`config.mk`:
```
export PLATFORM = sky130hd
export DESIGN_NAME = dma_weighted_rr_arbiter
export DESIGN_NICKNAME = d
export VERILOG_FILES = /design/src/rtl/dma_arb_pkg.sv /design/src/rtl/dma_rr_pick.sv /design/src/rtl/dma_weighted_rr_arbiter.sv
export SDC_FILE = /design/constraint.sdc
export NUM_CORES = 1
export LEC_CHECK = 0
export CORE_MARGIN = 2
export CORE_UTILIZATION = 35
export CTS_BUF_LIST = sky130_fd_sc_hd__clkbuf_8
export CTS_CLUSTER_SIZE = 28
export DETAILED_ROUTE_END_ITERATION = 6
export GPL_TIMING_DRIVEN = 0
export PLACE_DENSITY = 0.63
export SLEW_MARGIN = 20
export SYNTH_ARGS = -nofsm -noshare
export SYNTH_HDL_FRONTEND = slang
export SYNTH_SLANG_ARGS = --single-unit
```
`constraint.sdc`:
```
create_clock -name clock -period 2.2 [get_ports clock]
set_input_delay 0.44 -clock clock [delete_from_list [all_inputs] [get_ports clock]]
set_output_delay 0.44 -clock clock [all_outputs]
set_load 0.02 [all_outputs]
```
`src/rtl/dma_arb_pkg.sv`:
```
// Shared definitions for the weighted round-robin DMA arbiter: FSM state
// encoding, a constant clog2 and a one-hot to binary index helper.
package dma_arb_pkg;

  typedef enum logic {
    ST_IDLE  = 1'b0,
    ST_GRANT = 1'b1
  } arb_state_e;

  function automatic int clog2(input int n);
    int r;
    r = 0;
    while ((1 << r) < n) begin
      r++;
    end
    return r;
  endfunction

  // Valid for one-hot or all-zero input; an all-zero vector maps to index 0.
  function automatic logic [4:0] onehot_to_idx(input logic [31:0] oh);
    logic [4:0] idx;
    idx = 5'd0;
    for (int i = 0; i < 32; i++) begin
      idx = idx | (oh[i] ? 5'(i) : 5'd0);
    end
    return idx;
  endfunction

endpackage

```
`src/rtl/dma_rr_pick.sv`:
```
// Combinational masked round-robin pick: lowest requester inside the mask,
// falling back to the lowest requester overall. Also returns the winner's mask.
module dma_rr_pick
  import dma_arb_pkg::*;
#(
  parameter int NO_OF_REQS = 4,
  parameter int IDX_WIDTH  = 2
) (
  input  logic [NO_OF_REQS-1:0] req,
  input  logic [NO_OF_REQS-1:0] mask,
  output logic [NO_OF_REQS-1:0] win,
  output logic [IDX_WIDTH-1:0]  win_idx,
  output logic [NO_OF_REQS-1:0] next_mask
);

  localparam logic [NO_OF_REQS-1:0] ONE = {{(NO_OF_REQS-1){1'b0}}, 1'b1};

  logic [NO_OF_REQS-1:0] masked_s;
  logic [NO_OF_REQS-1:0] pool_s;

  assign masked_s = req & mask;
  assign pool_s   = (|masked_s) ? masked_s : req;
  // Two's-complement trick isolates the lowest set bit.
  assign win      = pool_s & (~pool_s + ONE);
  assign win_idx  = IDX_WIDTH'(onehot_to_idx(32'(win)));
  // Bits strictly above the winner; empty when the winner is the top index.
  assign next_mask = ~({win[NO_OF_REQS-2:0], 1'b0} - ONE);

endmodule

```
`src/rtl/dma_weighted_rr_arbiter.sv`:
```
// Weighted round-robin arbiter with per-requester credits per tenure.
// Optional urgent class enabled by defining DMA_WRR_ARB_URGENT_EN.
module dma_weighted_rr_arbiter
  import dma_arb_pkg::*;
#(
  parameter int NO_OF_REQS   = 4,
  parameter int WEIGHT_WIDTH = 4,
  localparam int IDX_WIDTH   = (clog2(NO_OF_REQS) < 1) ? 1 : clog2(NO_OF_REQS)
) (
  input  logic                               clock,
  input  logic                               resetn,
  input  logic [NO_OF_REQS-1:0]              req,
  input  logic [NO_OF_REQS*WEIGHT_WIDTH-1:0] weights,
`ifdef DMA_WRR_ARB_URGENT_EN
  input  logic [NO_OF_REQS-1:0]              urgent,
`endif
  input  logic                               grantAck,
  output logic [NO_OF_REQS-1:0]              grant,
  output logic                               grantValid,
  output logic [IDX_WIDTH-1:0]               grantIdx,
  output logic                               grantLast
);

  localparam logic [WEIGHT_WIDTH-1:0] CREDIT_ONE = {{(WEIGHT_WIDTH-1){1'b0}}, 1'b1};
  localparam logic [NO_OF_REQS-1:0]   ALL_ONES   = {NO_OF_REQS{1'b1}};
  localparam logic [NO_OF_REQS-1:0]   NONE       = {NO_OF_REQS{1'b0}};

  arb_state_e              state_q, state_d;
  logic [NO_OF_REQS-1:0]   grant_q, grant_d;
  logic [NO_OF_REQS-1:0]   mask_q, mask_d;
  logic [NO_OF_REQS-1:0]   owner_mask_q, owner_mask_d;
  logic                    valid_q, valid_d;
  logic [IDX_WIDTH-1:0]    idx_q, idx_d;
  logic [WEIGHT_WIDTH-1:0] credit_q, credit_d;

  logic [WEIGHT_WIDTH-1:0] weight_s [NO_OF_REQS];
  logic                    in_grant_s;
  logic [NO_OF_REQS-1:0]   cand_s;
  logic [NO_OF_REQS-1:0]   pick_mask_s;
  logic [NO_OF_REQS-1:0]   norm_win_s, norm_mask_s;
  logic [IDX_WIDTH-1:0]    norm_idx_s;
  logic [NO_OF_REQS-1:0]   sel_win_s, sel_mask_s;
  logic [IDX_WIDTH-1:0]    sel_idx_s;
  logic                    preempt_s;
  logic                    owner_req_s;
  logic                    last_s;

  for (genvar g = 0; g < NO_OF_REQS; g++) begin : g_weight
    assign weight_s[g] = weights[g*WEIGHT_WIDTH +: WEIGHT_WIDTH];
  end

  function automatic logic [WEIGHT_WIDTH-1:0] fresh_credit(input logic [WEIGHT_WIDTH-1:0] w);
    return (w == {WEIGHT_WIDTH{1'b0}}) ? CREDIT_ONE : w;
  endfunction

  // While granted, candidates exclude the owner and use the mask the owner leaves behind.
  assign in_grant_s  = (state_q == ST_GRANT);
  assign cand_s      = in_grant_s ? (req & ~grant_q) : req;
  assign pick_mask_s = in_grant_s ? owner_mask_q : mask_q;
  assign owner_req_s = |(req & grant_q);

  dma_rr_pick #(
    .NO_OF_REQS(NO_OF_REQS),
    .IDX_WIDTH (IDX_WIDTH)
  ) u_pick (
    .req      (cand_s),
    .mask     (pick_mask_s),
    .win      (norm_win_s),
    .win_idx  (norm_idx_s),
    .next_mask(norm_mask_s)
  );

`ifdef DMA_WRR_ARB_URGENT_EN
  logic [NO_OF_REQS-1:0] urg_win_s, urg_mask_s;
  logic [IDX_WIDTH-1:0]  urg_idx_s;

  dma_rr_pick #(
    .NO_OF_REQS(NO_OF_REQS),
    .IDX_WIDTH (IDX_WIDTH)
  ) u_pick_urgent (
    .req      (cand_s & urgent),
    .mask     (pick_mask_s),
    .win      (urg_win_s),
    .win_idx  (urg_idx_s),
    .next_mask(urg_mask_s)
  );

  assign sel_win_s  = (|urg_win_s) ? urg_win_s  : norm_win_s;
  assign sel_idx_s  = (|urg_win_s) ? urg_idx_s  : norm_idx_s;
  assign sel_mask_s = (|urg_win_s) ? urg_mask_s : norm_mask_s;
  assign preempt_s  = |(req & urgent & ~grant_q);
`else
  assign sel_win_s  = norm_win_s;
  assign sel_idx_s  = norm_idx_s;
  assign sel_mask_s = norm_mask_s;
  assign preempt_s  = 1'b0;
`endif

  assign last_s = valid_q & ((credit_q == CREDIT_ONE) | ~owner_req_s | preempt_s);

  // Next-state and next-output computation for the IDLE/GRANT machine.
  always_comb begin
    state_d      = state_q;
    grant_d      = grant_q;
    mask_d       = mask_q;
    owner_mask_d = owner_mask_q;
    valid_d      = valid_q;
    idx_d        = idx_q;
    credit_d     = credit_q;
    case (state_q)
      ST_IDLE: begin
        if (|req) begin
          state_d      = ST_GRANT;
          grant_d      = sel_win_s;
          idx_d        = sel_idx_s;
          valid_d      = 1'b1;
          credit_d     = fresh_credit(weight_s[sel_idx_s]);
          owner_mask_d = sel_mask_s;
        end else begin
          state_d = ST_IDLE;
        end
      end
      ST_GRANT: begin
        if (!grantAck) begin
          state_d = ST_GRANT;
        end else if (!last_s) begin
          credit_d = credit_q - CREDIT_ONE;
        end else begin
          mask_d = owner_mask_q;
          if (|sel_win_s) begin
            grant_d      = sel_win_s;
            idx_d        = sel_idx_s;
            credit_d     = fresh_credit(weight_s[sel_idx_s]);
            owner_mask_d = sel_mask_s;
          end else if (owner_req_s) begin
            credit_d = fresh_credit(weight_s[idx_q]);
          end else begin
            state_d  = ST_IDLE;
            grant_d  = NONE;
            idx_d    = {IDX_WIDTH{1'b0}};
            valid_d  = 1'b0;
            credit_d = {WEIGHT_WIDTH{1'b0}};
          end
        end
      end
      default: begin
        state_d  = ST_IDLE;
        grant_d  = NONE;
        idx_d    = {IDX_WIDTH{1'b0}};
        valid_d  = 1'b0;
        credit_d = {WEIGHT_WIDTH{1'b0}};
        mask_d   = ALL_ONES;
      end
    endcase
  end

  // Arbiter state and registered outputs.
  always_ff @(posedge clock or negedge resetn) begin
    if (!resetn) begin
      state_q      <= ST_IDLE;
      grant_q      <= NONE;
      mask_q       <= ALL_ONES;
      owner_mask_q <= ALL_ONES;
      valid_q      <= 1'b0;
      idx_q        <= {IDX_WIDTH{1'b0}};
      credit_q     <= {WEIGHT_WIDTH{1'b0}};
    end else begin
      state_q      <= state_d;
      grant_q      <= grant_d;
      mask_q       <= mask_d;
      owner_mask_q <= owner_mask_d;
      valid_q      <= valid_d;
      idx_q        <= idx_d;
      credit_q     <= credit_d;
    end
  end

  assign grant      = grant_q;
  assign grantValid = valid_q;
  assign grantIdx   = idx_q;
  assign grantLast  = last_s;

endmodule
```
==> impl_metrics.toml <==
[floorplan]
die-area_sq_um = 5240
rows = 24
fp.coreArea_sq_um = 4440
die_y_microns = 72.4
num_io_pins = 31
initial_core_util = 0.369
die_w_microns = 72.4

[synth]
yosys_warnings = 0
ys_types = 62
synthCells = 175
synth.cell_area_sq_um = 1640
synth_edf_count = 0
synth_seq_cells = 20
avgSynthCellArea_sq_um = 9.36
async_reset_ff_frac = 1.00
ys_dominant_reg_cell = "dfrtp_1"
yosysSeqAreaShare = 0.312
syn_nets = 200

[placement]
place_inst = 257
finalWeightedCongestion = 0.872
place_area_sq_um = 2040
dp_hpwl_microns = 3450
numPortBuffers = 30

[power_and_ir_drop]
p_leak_uw = 0.000973
peakVddDrop_uv = 626
p_per_area_nw_per_um2 = 1280

[grt]
grt_pass1_wl_microns = 8200
grt_antenna_before_repair = 0
overflow = 0
grt_max_degree = 21
grt_usage = 0.198
grt_pass1_vias = 1660

[critical_path]
setup.worst_path.end = "credit_q[1]$_DFFE_PN0P_"
crit_path_start = "in_grant_s$_DFF_PN0_"
worstPathRequired_ns = 2.36
rr_worst_depth = 8
timing.rr.start = "in_grant_s$_DFF_PN0_"
crit_path_end_kind = "register"
path_max_fanout = 8
r2r_end = "credit_q[1]$_DFFE_PN0P_"
startpoint_type = "register"
arrival_ns = 2.68
critPathKind = "register to register"
r2r_slack_ns = -0.32

[finish]
fin_area_sq_um = 2440
fin_cells = 279
synthToLayoutAreaGrowth_pct = 49.0
fillers = 408
mostFrequentLayoutCell = "clkdlybuf4s50_1"
drive_gt1_frac = 0.361
antenna_cells = 0
nets = 253
final_cell_mix = "clkdlybuf4s50_1, nand2_1, buf_4, nor2_1, a21oi_1"

[routing]
num_vias = 1681
antenna_left = 0
drt_iter0_markers = 62
wire_per_inst_microns = 18.9
viasPerCell = 6.03
drt_first_pass_iters = 5
routed_wl_microns = 5280
drc = 0

[clock_tree]
cts_buffers = 3
clockBufferDepth = 2
cts_tree = "yes"
htreeDepth = 1
root_buffer = "clkbuf_8"
worst_skew_pair.late_latency_ns = 0.27
clock_sinks = 20
clk_pin_slew_ns = 0.08

[sta]
drv_slew = 0
hold_viol_final = 0
fin_crit_ns = 2.52
rsz0062_at_grt = "true"
worst_slack_ns = -0.318
finalSetupViolCount = 14
slew_headroom = 0.331
worst_pin_slew_ns = 1.00
min_period_over_period = 1.14
clock_skew_ns = 0.00278
clock.fmax_mhz = 397

[run_status]
status = "finished with violations"
violations = "negative setup slack"

[hold_path]
hold_path_class = "register to register"
hold_start = "owner_mask_q[3]$_DFFE_PN1P_"

[flow_run]
cap_viol_max_count = 0
-- how the worst min path moves through the flow --
stage                                        endpoint  slack (ns)  depth (start not counted)
final                     owner_mask_q[3]$_DFFE_PN1P_        0.49                          2
after global routing      owner_mask_q[3]$_DFFE_PN1P_        0.52                          2
after CTS                 owner_mask_q[1]$_DFFE_PN1P_        0.48                          2
after detailed placement  owner_mask_q[1]$_DFFE_PN1P_        0.48                          2
after global placement    owner_mask_q[1]$_DFFE_PN1P_        0.48                          2
after floorplan               credit_q[0]$_DFFE_PN0P_        0.14                          0
-- what timing repair did --
action                                  in CTS  in global routing
hold buffers                                 0                  0
buffers inserted                             9                  7
gates resized for setup                     31                 27
pin swaps                                   12                 15
gates cloned                                 1                  1
endpoints found under the setup margin      21                 18
-- cells in the mapped netlist, drive strengths merged, types with 4 or more instances --
library cell	number	area share
inv	9	0.021
dfstp	8	0.13
nand2	20	0.046
a21boi	4	0.018
o21ai	14	0.043
a41oi	4	0.021
and2	4	0.017
mux2	6	0.044
a21oi	10	0.031
o31ai	5	0.034
mux2i	5	0.031
mux4	4	0.055
dfrtp	12	0.18
nor2	12	0.029
-- worst max-delay path: stages, from the launching register on --
cell and delay, ns:
dfrtp_2 0.47, buf_4 0.18, a21boi_2 0.19, nor2_1 0.12
o311a_4 0.38, a211oi_4 0.41, mux2i_1 0.28, a21oi_1 0.09
a32o_1 0.29
-- flip-flops by register name (all words and copies together) (netlist names) --
| signal | cells |
|---|---|
| mask_q | 4 |
| grantValid | 1 |
| owner_mask_q | 4 |
| credit_q | 4 |
| grant | 4 |
| grantIdx | 2 |
| in_grant_s | 1 |
-- per-layer routing --
| layer | track usage | vias up | share of wire |
|---|---|---|---|
| li1 | - | 792 | - |
| met1 | 0.275 | 828 | 0.46 |
| met2 | 0.311 | 49 | 0.48 |
| met3 | 0.0333 | 12 | 0.039 |
| met4 | 0.0741 | 0 | 0.023 |
| met5 | 0 | - | 0 |
-- stage by stage --
| stage | utilization | hold slack (ns) | TNS, ns | setup WS (ns) | power, uW |
|---|---|---|---|---|---|
| floorplan | - | 0.144 | -0.102 | -0.0478 | 1820 |
| global placement | 0.459 | 0.475 | -17.99 | -1.05 | 2260 |
| detailed placement | 0.459 | 0.480 | -17.60 | -1.02 | 2270 |
| CTS | 0.514 | 0.476 | -1.78 | -0.278 | 2870 |
| global route | 0.549 | 0.516 | -3.98 | -0.420 | 3310 |
| finish | 0.549 | 0.489 | -2.66 | -0.318 | 3130 |
-- cell type report --
type	instances	area, sq um	area share
Multi-Input combinational cell	142	1280	0.523
Sequential cell	20	514	0.211
Timing Repair Buffer	48	444	0.182
Tap cell	52	65.1	0.0267
Clock buffer	3	41.3	0.0169
Buffer	4	35.0	0.0144
Inverter	9	33.8	0.0138
Clock inverter	1	30.0	0.0123
-- kinds of logic (layout without fill, tap and decap cells) --
family,after synthesis,in the layout,share of synthesized area
DFF,20,20,0.312
xor gates and xnor gates,1,1,0.00535
AOI/OAI and AO/OA,72,72,0.349
muxes,15,15,0.129
buffers and inverters,13,65,0.0321
adders and majority gates,2,2,0.0153
and+or+nand+nor,52,52,0.157
-- where the power goes --
part | switching [uW] | internal (uW) | total [uW]
Clock | 142 | 243 | 386
Combinational | 1080 | 962 | 2040
Sequential | 158 | 544 | 703
Total | 1380 | 1750 | 3130
No activity file was read; power rests on OpenSTA's default activity.
